[src/rtl/definesPkg.sv]
// rtl/definesPkg.sv - shared AHB-Lite encodings, burst helpers and burst-master state type
package definesPkg;

    typedef enum logic [1:0] {
        HTRANS_IDLE   = 2'b00,
        HTRANS_BUSY   = 2'b01,
        HTRANS_NONSEQ = 2'b10,
        HTRANS_SEQ    = 2'b11
    } htrans_t;

    localparam logic [2:0] HBURST_SINGLE = 3'b000;
    localparam logic [2:0] HBURST_INCR   = 3'b001;
    localparam logic [2:0] HBURST_WRAP4  = 3'b010;
    localparam logic [2:0] HBURST_INCR4  = 3'b011;
    localparam logic [2:0] HBURST_WRAP8  = 3'b100;
    localparam logic [2:0] HBURST_INCR8  = 3'b101;
    localparam logic [2:0] HBURST_WRAP16 = 3'b110;
    localparam logic [2:0] HBURST_INCR16 = 3'b111;

    localparam logic [2:0] HSIZE_WORD = 3'b010;

    typedef enum logic [2:0] {
        S_IDLE,
        S_WAIT0,
        S_BURST,
        S_LAST,
        S_ERR
    } state_t;

    function automatic logic burst_is_wrap(input logic [2:0] burst);
        return (burst == HBURST_WRAP4) || (burst == HBURST_WRAP8) || (burst == HBURST_WRAP16);
    endfunction

    // Index of the final beat; undefined-length INCR runs as a single beat.
    function automatic logic [3:0] burst_last_beat(input logic [2:0] burst);
        case (burst)
            HBURST_WRAP4,  HBURST_INCR4:  return 4'd3;
            HBURST_WRAP8,  HBURST_INCR8:  return 4'd7;
            HBURST_WRAP16, HBURST_INCR16: return 4'd15;
            default:                      return 4'd0;
        endcase
    endfunction

endpackage

[src/rtl/ahb_lite_burst_master_addr_gen.sv]
// rtl/ahb_lite_burst_master_addr_gen.sv - beat count, INCR/WRAP next address and command reject logic
module ahb_burst_addr_gen
    import definesPkg::*;
#(
    parameter int ADDR_W         = 32,
    parameter int BOUNDARY_BYTES = 1024
)(
    input  logic [$clog2(BOUNDARY_BYTES)-1:0] i_cmd_ofs,
    input  logic [2:0]                        i_cmd_burst,
    input  logic [ADDR_W-1:0]                 i_addr,
    input  logic [2:0]                        i_burst,
    output logic [3:0]                        o_cmd_last_beat,
    output logic                              o_reject,
    output logic [ADDR_W-1:0]                 o_next_addr
);
    localparam int OFS_W = $clog2(BOUNDARY_BYTES);

    logic [3:0]        w_cmd_last;
    logic [3:0]        w_last;
    logic [OFS_W+1:0]  w_span_end;
    logic [ADDR_W-1:0] w_incr_addr;
    logic [ADDR_W-1:0] w_wrap_mask;

    always_comb begin
        w_cmd_last = burst_last_beat(i_cmd_burst);
        // Byte just past the burst, measured inside the current boundary window.
        w_span_end = {2'b00, i_cmd_ofs}
                   + {{(OFS_W-4){1'b0}}, w_cmd_last, 2'b00}
                   + (OFS_W+2)'(4);
        o_cmd_last_beat = w_cmd_last;
        o_reject = (i_cmd_ofs[1:0] != 2'b00)
                || (!burst_is_wrap(i_cmd_burst) && (w_span_end > (OFS_W+2)'(BOUNDARY_BYTES)));

        w_last      = burst_last_beat(i_burst);
        w_incr_addr = i_addr + ADDR_W'(4);
        w_wrap_mask = {{(ADDR_W-6){1'b0}}, w_last, 2'b11};
        o_next_addr = burst_is_wrap(i_burst)
                    ? ((i_addr & ~w_wrap_mask) | (w_incr_addr & w_wrap_mask))
                    : w_incr_addr;
    end

endmodule

[src/rtl/ahb_lite_burst_master.sv]
// rtl/ahb_lite_burst_master.sv - AHB-Lite initiator issuing SINGLE/INCRn/WRAPn word bursts from a command port
module ahb_lite_burst_master
    import definesPkg::*;
#(
    parameter int ADDR_W         = 32,
    parameter int DATA_W         = 32,
    parameter int BOUNDARY_BYTES = 1024
)(
    input  logic              HCLK,
    input  logic              HRESETn,
    input  logic              cmd_valid,
    output logic              cmd_ready,
    input  logic [ADDR_W-1:0] cmd_addr,
    input  logic              cmd_write,
    input  logic [2:0]        cmd_burst,
    input  logic              wdata_valid,
    output logic              wdata_ready,
    input  logic [DATA_W-1:0] wdata,
    output logic              rdata_valid,
    output logic [DATA_W-1:0] rdata,
    output logic              rdata_last,
    output logic              done,
    output logic              done_err,
    output logic [ADDR_W-1:0] HADDR,
    output logic              HWRITE,
    output logic [2:0]        HSIZE,
    output logic [2:0]        HBURST,
    output logic [1:0]        HTRANS,
    output logic [DATA_W-1:0] HWDATA,
    input  logic [DATA_W-1:0] HRDATA,
    input  logic              HREADY,
    input  logic              HRESP
);
    localparam int OFS_W = $clog2(BOUNDARY_BYTES);

    state_t            r_state, w_next_state;
    htrans_t           w_htrans;
    logic [ADDR_W-1:0] r_addr;
    logic              r_write;
    logic [2:0]        r_burst;
    logic [3:0]        r_beat, r_last_beat;
    logic              r_dp_valid, r_dp_read, r_dp_last;
    logic [DATA_W-1:0] r_hwdata, r_rdata;
    logic              r_rdata_valid, r_rdata_last, r_done, r_done_err;
    logic              w_accept, w_reject, w_addr_done, w_dp_err;
    logic [3:0]        w_cmd_last_beat;
    logic [ADDR_W-1:0] w_next_addr;

    ahb_burst_addr_gen #(
        .ADDR_W         (ADDR_W),
        .BOUNDARY_BYTES (BOUNDARY_BYTES)
    ) u_addr_gen (
        .i_cmd_ofs       (cmd_addr[OFS_W-1:0]),
        .i_cmd_burst     (cmd_burst),
        .i_addr          (r_addr),
        .i_burst         (r_burst),
        .o_cmd_last_beat (w_cmd_last_beat),
        .o_reject        (w_reject),
        .o_next_addr     (w_next_addr)
    );

    assign w_accept    = (r_state == S_IDLE) && cmd_valid;
    assign w_dp_err    = r_dp_valid && HRESP && !HREADY;
    assign w_addr_done = HREADY && ((w_htrans == HTRANS_NONSEQ) || (w_htrans == HTRANS_SEQ));

    always_comb begin
        w_htrans = HTRANS_IDLE;
        if (r_state == S_BURST) begin
            if (r_beat == 4'd0)
                w_htrans = HTRANS_NONSEQ;
            else if (r_write && !wdata_valid)
                w_htrans = HTRANS_BUSY;
            else
                w_htrans = HTRANS_SEQ;
        end
    end

    always_ff @(posedge HCLK or negedge HRESETn) begin
        if (!HRESETn)
            r_state <= S_IDLE;
        else
            r_state <= w_next_state;
    end

    // A write whose first beat is already offered skips the IDLE wait cycle.
    always_comb begin
        w_next_state = r_state;
        case (r_state)
            S_IDLE:  if (w_accept && !w_reject)
                         w_next_state = (cmd_write && !wdata_valid) ? S_WAIT0 : S_BURST;
            S_WAIT0: if (wdata_valid) w_next_state = S_BURST;
            S_BURST: begin
                if (w_dp_err)
                    w_next_state = S_ERR;
                else if (w_addr_done && (r_beat == r_last_beat))
                    w_next_state = S_LAST;
            end
            S_LAST: begin
                if (w_dp_err)
                    w_next_state = S_ERR;
                else if (HREADY)
                    w_next_state = S_IDLE;
            end
            S_ERR:   if (HREADY) w_next_state = S_IDLE;
            default: w_next_state = S_IDLE;
        endcase
    end

    always_ff @(posedge HCLK or negedge HRESETn) begin
        if (!HRESETn) begin
            r_addr        <= '0;
            r_write       <= 1'b0;
            r_burst       <= HBURST_SINGLE;
            r_beat        <= 4'd0;
            r_last_beat   <= 4'd0;
            r_dp_valid    <= 1'b0;
            r_dp_read     <= 1'b0;
            r_dp_last     <= 1'b0;
            r_hwdata      <= '0;
            r_rdata       <= '0;
            r_rdata_valid <= 1'b0;
            r_rdata_last  <= 1'b0;
            r_done        <= 1'b0;
            r_done_err    <= 1'b0;
        end else begin
            r_rdata_valid <= 1'b0;
            r_rdata_last  <= 1'b0;
            r_done        <= 1'b0;
            r_done_err    <= 1'b0;

            if (w_accept) begin
                r_addr      <= cmd_addr;
                r_write     <= cmd_write;
                r_burst     <= cmd_burst;
                r_beat      <= 4'd0;
                r_last_beat <= w_cmd_last_beat;
                if (w_reject) begin
                    r_done     <= 1'b1;
                    r_done_err <= 1'b1;
                end
            end

            if (w_addr_done) begin
                r_beat <= r_beat + 4'd1;
                if (r_beat != r_last_beat)
                    r_addr <= w_next_addr;
                if (r_write)
                    r_hwdata <= wdata;
            end

            if (w_addr_done) begin
                r_dp_valid <= 1'b1;
                r_dp_read  <= !r_write;
                r_dp_last  <= (r_beat == r_last_beat);
            end else if (HREADY) begin
                r_dp_valid <= 1'b0;
            end

            if (r_dp_valid && HREADY && !HRESP && r_dp_read) begin
                r_rdata_valid <= 1'b1;
                r_rdata       <= HRDATA;
                r_rdata_last  <= r_dp_last;
            end

            if (HREADY && ((r_state == S_LAST) || (r_state == S_ERR))) begin
                r_done     <= 1'b1;
                r_done_err <= (r_state == S_ERR);
            end
        end
    end

    assign cmd_ready   = (r_state == S_IDLE);
    assign wdata_ready = w_addr_done && r_write;
    assign rdata_valid = r_rdata_valid;
    assign rdata       = r_rdata;
    assign rdata_last  = r_rdata_last;
    assign done        = r_done;
    assign done_err    = r_done_err;
    assign HADDR       = r_addr;
    assign HWRITE      = r_write;
    assign HSIZE       = HSIZE_WORD;
    assign HBURST      = r_burst;
    assign HTRANS      = w_htrans;
    assign HWDATA      = r_hwdata;

endmodule

[config.mk]
export PLATFORM = sky130hd
export DESIGN_NAME = ahb_lite_burst_master
export DESIGN_NICKNAME = d
export VERILOG_FILES = /design/src/rtl/definesPkg.sv /design/src/rtl/ahb_lite_burst_master_addr_gen.sv /design/src/rtl/ahb_lite_burst_master.sv
export SDC_FILE = /design/constraint.sdc
export NUM_CORES = 1
export LEC_CHECK = 0
export CORE_MARGIN = 1.5
export CORE_UTILIZATION = 40
export DETAILED_ROUTE_END_ITERATION = 6
export PLACE_DENSITY_LB_ADDON = 0.3
export SKIP_CTS_REPAIR_TIMING = 1
export SLEW_MARGIN = 20
export SYNTH_ARGS = -nofsm -noshare
export SYNTH_HDL_FRONTEND = slang
export SYNTH_SLANG_ARGS = --single-unit
export TNS_END_PERCENT = 1
[constraint.sdc]
create_clock -name HCLK -period 2.5 [get_ports HCLK]
set_clock_uncertainty 0.2 [all_clocks]
set_input_delay 0.5 -clock HCLK [delete_from_list [all_inputs] [get_ports HCLK]]
set_output_delay 0.5 -clock HCLK [all_outputs]
set_load 0.05 [all_outputs]
==> impl_metrics.json <==
{
  "run_status": "complete, but fails checks",
  "violations": "negative hold slack, negative setup slack",
  "synth-xor-area-share_pct": 0.620,
  "p_int_mw": 6.75,
  "final_nets": 939,
  "grt_pass1_wl_um": 26400,
  "drt_iter0_markers": 338,
  "worstPathRequired_ps": 1800,
  "cts_tree": "built",
  "grt_pass1_vias": 5205,
  "setup_viol": 2,
  "start_util_pct": 40.8,
  "synth-seq-cells": 117,
  "crit_path_max_fanout": 4,
  "syn_area_sq_um": 5650,
  "synthMuxAreaShare_pct": 7.18,
  "portBuffers": 213,
  "fill_cells": 1086,
  "combPwrFrac_pct": 55.6,
  "yosysMostFrequentCell": "nand2_1",
  "path_clk_slew_ps": 50,
  "drive_gt1_share_pct": 13.0,
  "dieArea_sq_um": 14800,
  "post-route-util_pct": 63.9,
  "multi_input_area_sq_um": 2540,
  "arrival_ps": 1940,
  "power_switching_mw": 6.11,
  "vias_per_cell": 5.23,
  "grt_usage_pct": 22.7,
  "max_cap_viol_count": 0,
  "synth_top_family_by_area": "simple AND/OR/NAND/NOR gates",
  "hpwl_um": 12300,
  "path_class": "flip-flop to output pin",
  "power_leakage_nw": 3.95,
  "dr.pass1.iters": 5,
  "syn_inst": 577,
  "ir_drop_uv": 712,
  "critPathCaptureType": "output pin",
  "fin_tns_setup_ps": -191,
  "area_delta_synth_final_pct": 56.5,
  "synth_top_cell_by_area": "dfrtp_1",
  "yosys-top-cells-area": "dfrtp_1 52%, nand2_1 9.0%, mux2_1 4.0%, nor2_1 2.5%, mux2_4 2.4%",
  "yosys.area_share.simple_pct": 21.9,
  "period_share_pct": 106,
  "fmax_mhz": 379,
  "antenna_found_initial": 0,
  "die_y_um": 122,
  "power_mw": 12.9,
  "cts_num_sinks": 117,
  "ant_nets": 0,
  "whs_ps": -20.9,
  "antenna_cells": 0,
  "placed_area_sq_um": 8230,
  "synth_compound_area_share_pct": 12.9,
  "rows": 43,
  "synthAdderAreaFrac_pct": 1.68,
  "synth_commonest_cells": "136 x nand2_1, 117 x dfrtp_1, 37 x nor2_1",
  "core_area_sq_um": 13800,
  "yosysWarnings": 0,
  "finalHoldViolations": 28,
  "worst_pin_slew_ps": 622,
  "wl_per_cell_um": 16.5,
  "yosysUniqueCellTypes": 67,
  "async_flop_share_pct": 100,
  "route.detailed.drc": 0,
  "grt_max_degree": 118,
  "cp-start-kind": "flip-flop",
  "clkPwrFrac_pct": 17.6,
  "slew_headroom_pct": 58.6,
  "vias": 5329,
  "slew_violations": 0,
  "ys.flop_type": "dfrtp_1",
  "layout_setup_ws_ps": -141,
  "gp_congestion": 0.864,
  "htree_levels": 4,
  "register_area_sq_um": 2930,
  "ios": 217,
  "cts_buffer_depth": 2,
  "min_period_ps": 2640,
  "clock_latency_ps": 410,
  "yosys.area.top_type_share_pct": 51.9,
  "p_per_area_nw_per_um2": 1460,
  "hp-class": "primary input to asynchronous set/reset pin",
  "wirelength_um": 16800,
  "root_buffer": "clkbuf_16",
  "synth-edff-count": 0,
  "gr-total-overflow": 0,
  "synth_area_per_cell_sq_um": 9.79,
  "die_w_um": 122,
  "p_seq_share_pct": 26.8,
  "rsz0062_at_grt": "yes",
  "cts_buffers": 17,
  "p_sw_share_pct": 47.5,
  "design_area_sq_um": 8840,
  "yosysSeqAreaShare_pct": 51.9
}
[registers in the layout, indices dropped and copies added, names as in the netlist, 3 cells and up, named ones only]
register,flops
r_beat,4
HBURST,3
rdata,32
HADDR,30
HWDATA,32
r_last_beat,3
r_state,3
[worst max-delay path, stage by stage (launching register included)]
cell,delay [ps]
dfrtp_1,420
inv_2,100
ha_4,130
or3b_4,400
a21boi_4,200
nand2_4,90
inv_4,70
buf_12,130
[cells in the final DEF (no fill, tap or decap), types with 4 or more instances in the layout]
cell type,instances
a21oi_1,15
mux2_1,20
nor3_1,10
o211ai_1,9
buf_4,40
a21o_1,4
buf_12,6
o21ai_0,23
mux2_4,9
dfrtp_1,117
clkbuf_16,17
nor4_1,7
nand3_1,16
and3_1,8
dlymetal6s2s_1,4
nand4_1,10
a31oi_1,6
and4_1,4
ha_1,5
o21a_1,4
clkdlybuf4s50_1,204
nor2_1,37
and2_1,8
mux2_2,4
a211oi_1,11
inv_1,19
nand2_1,136
[power groups by stage]
stage	logic [mW]	clock network, mW	registers, mW
after floorplan	1.81	0	6.06
after global placement	6.99	0	3.41
after detailed placement	7.10	0	3.46
after CTS	7.12	2.29	3.44
after global routing	7.53	2.40	3.56
final	7.16	2.26	3.44
[kinds of logic after synthesis]
family                   Yosys count
adder cells (fa/ha/maj)            7
buffers and inverters             46
AO/OA/AOI/OAI                    106
flip-flops                       117
other                              2
multiplexers                      33
AND/OR/NAND/NOR                  262
XOR/XNOR                           4
[stage by stage]
step                std cells  setup WS [ps]
finish                   1018           -141
floorplan                 578           -182
global placement          984           -188
detailed placement        984           -268
global route             1018           -210
CTS                      1015           -252
[path summary, 6_finish.rpt]
check	startpoint	endpoint	slack, ps	cells after the start
worst min register to register	rdata[14]	rdata[14]	270	2
worst max register to register	r_beat[1]	flip-flop	130	8
worst min-delay path	HRESETn	HWDATA[22]	-20	2
min in group HCLK	rdata[14]	rdata[14]	270	2
max in group asynchronous	HRESETn	HADDR[23]	1660	2
worst max-delay path	r_beat[1]	wdata_ready	-140	7
[routing by layer]
layer	GRT usage, %	vias to the layer above	wire length [um]
li1	-	2532	-
met1	29.8	2516	7260
met5	0	-	0
met2	36.6	245	8040
met3	5.15	36	1130
met4	8.90	0	399
[layout make-up]
| type | instances | area share [%] |
|---|---|---|
| Timing Repair Buffer | 254 | 28.4 |
| Multi-Input combinational cell | 415 | 28.7 |
| Clock inverter | 8 | 0.864 |
| Clock buffer | 23 | 5.41 |
| Sequential cell | 117 | 33.1 |
| Tap cell | 180 | 2.55 |
| Inverter | 21 | 0.920 |
Note: power is estimated with default switching activity, not from simulation.
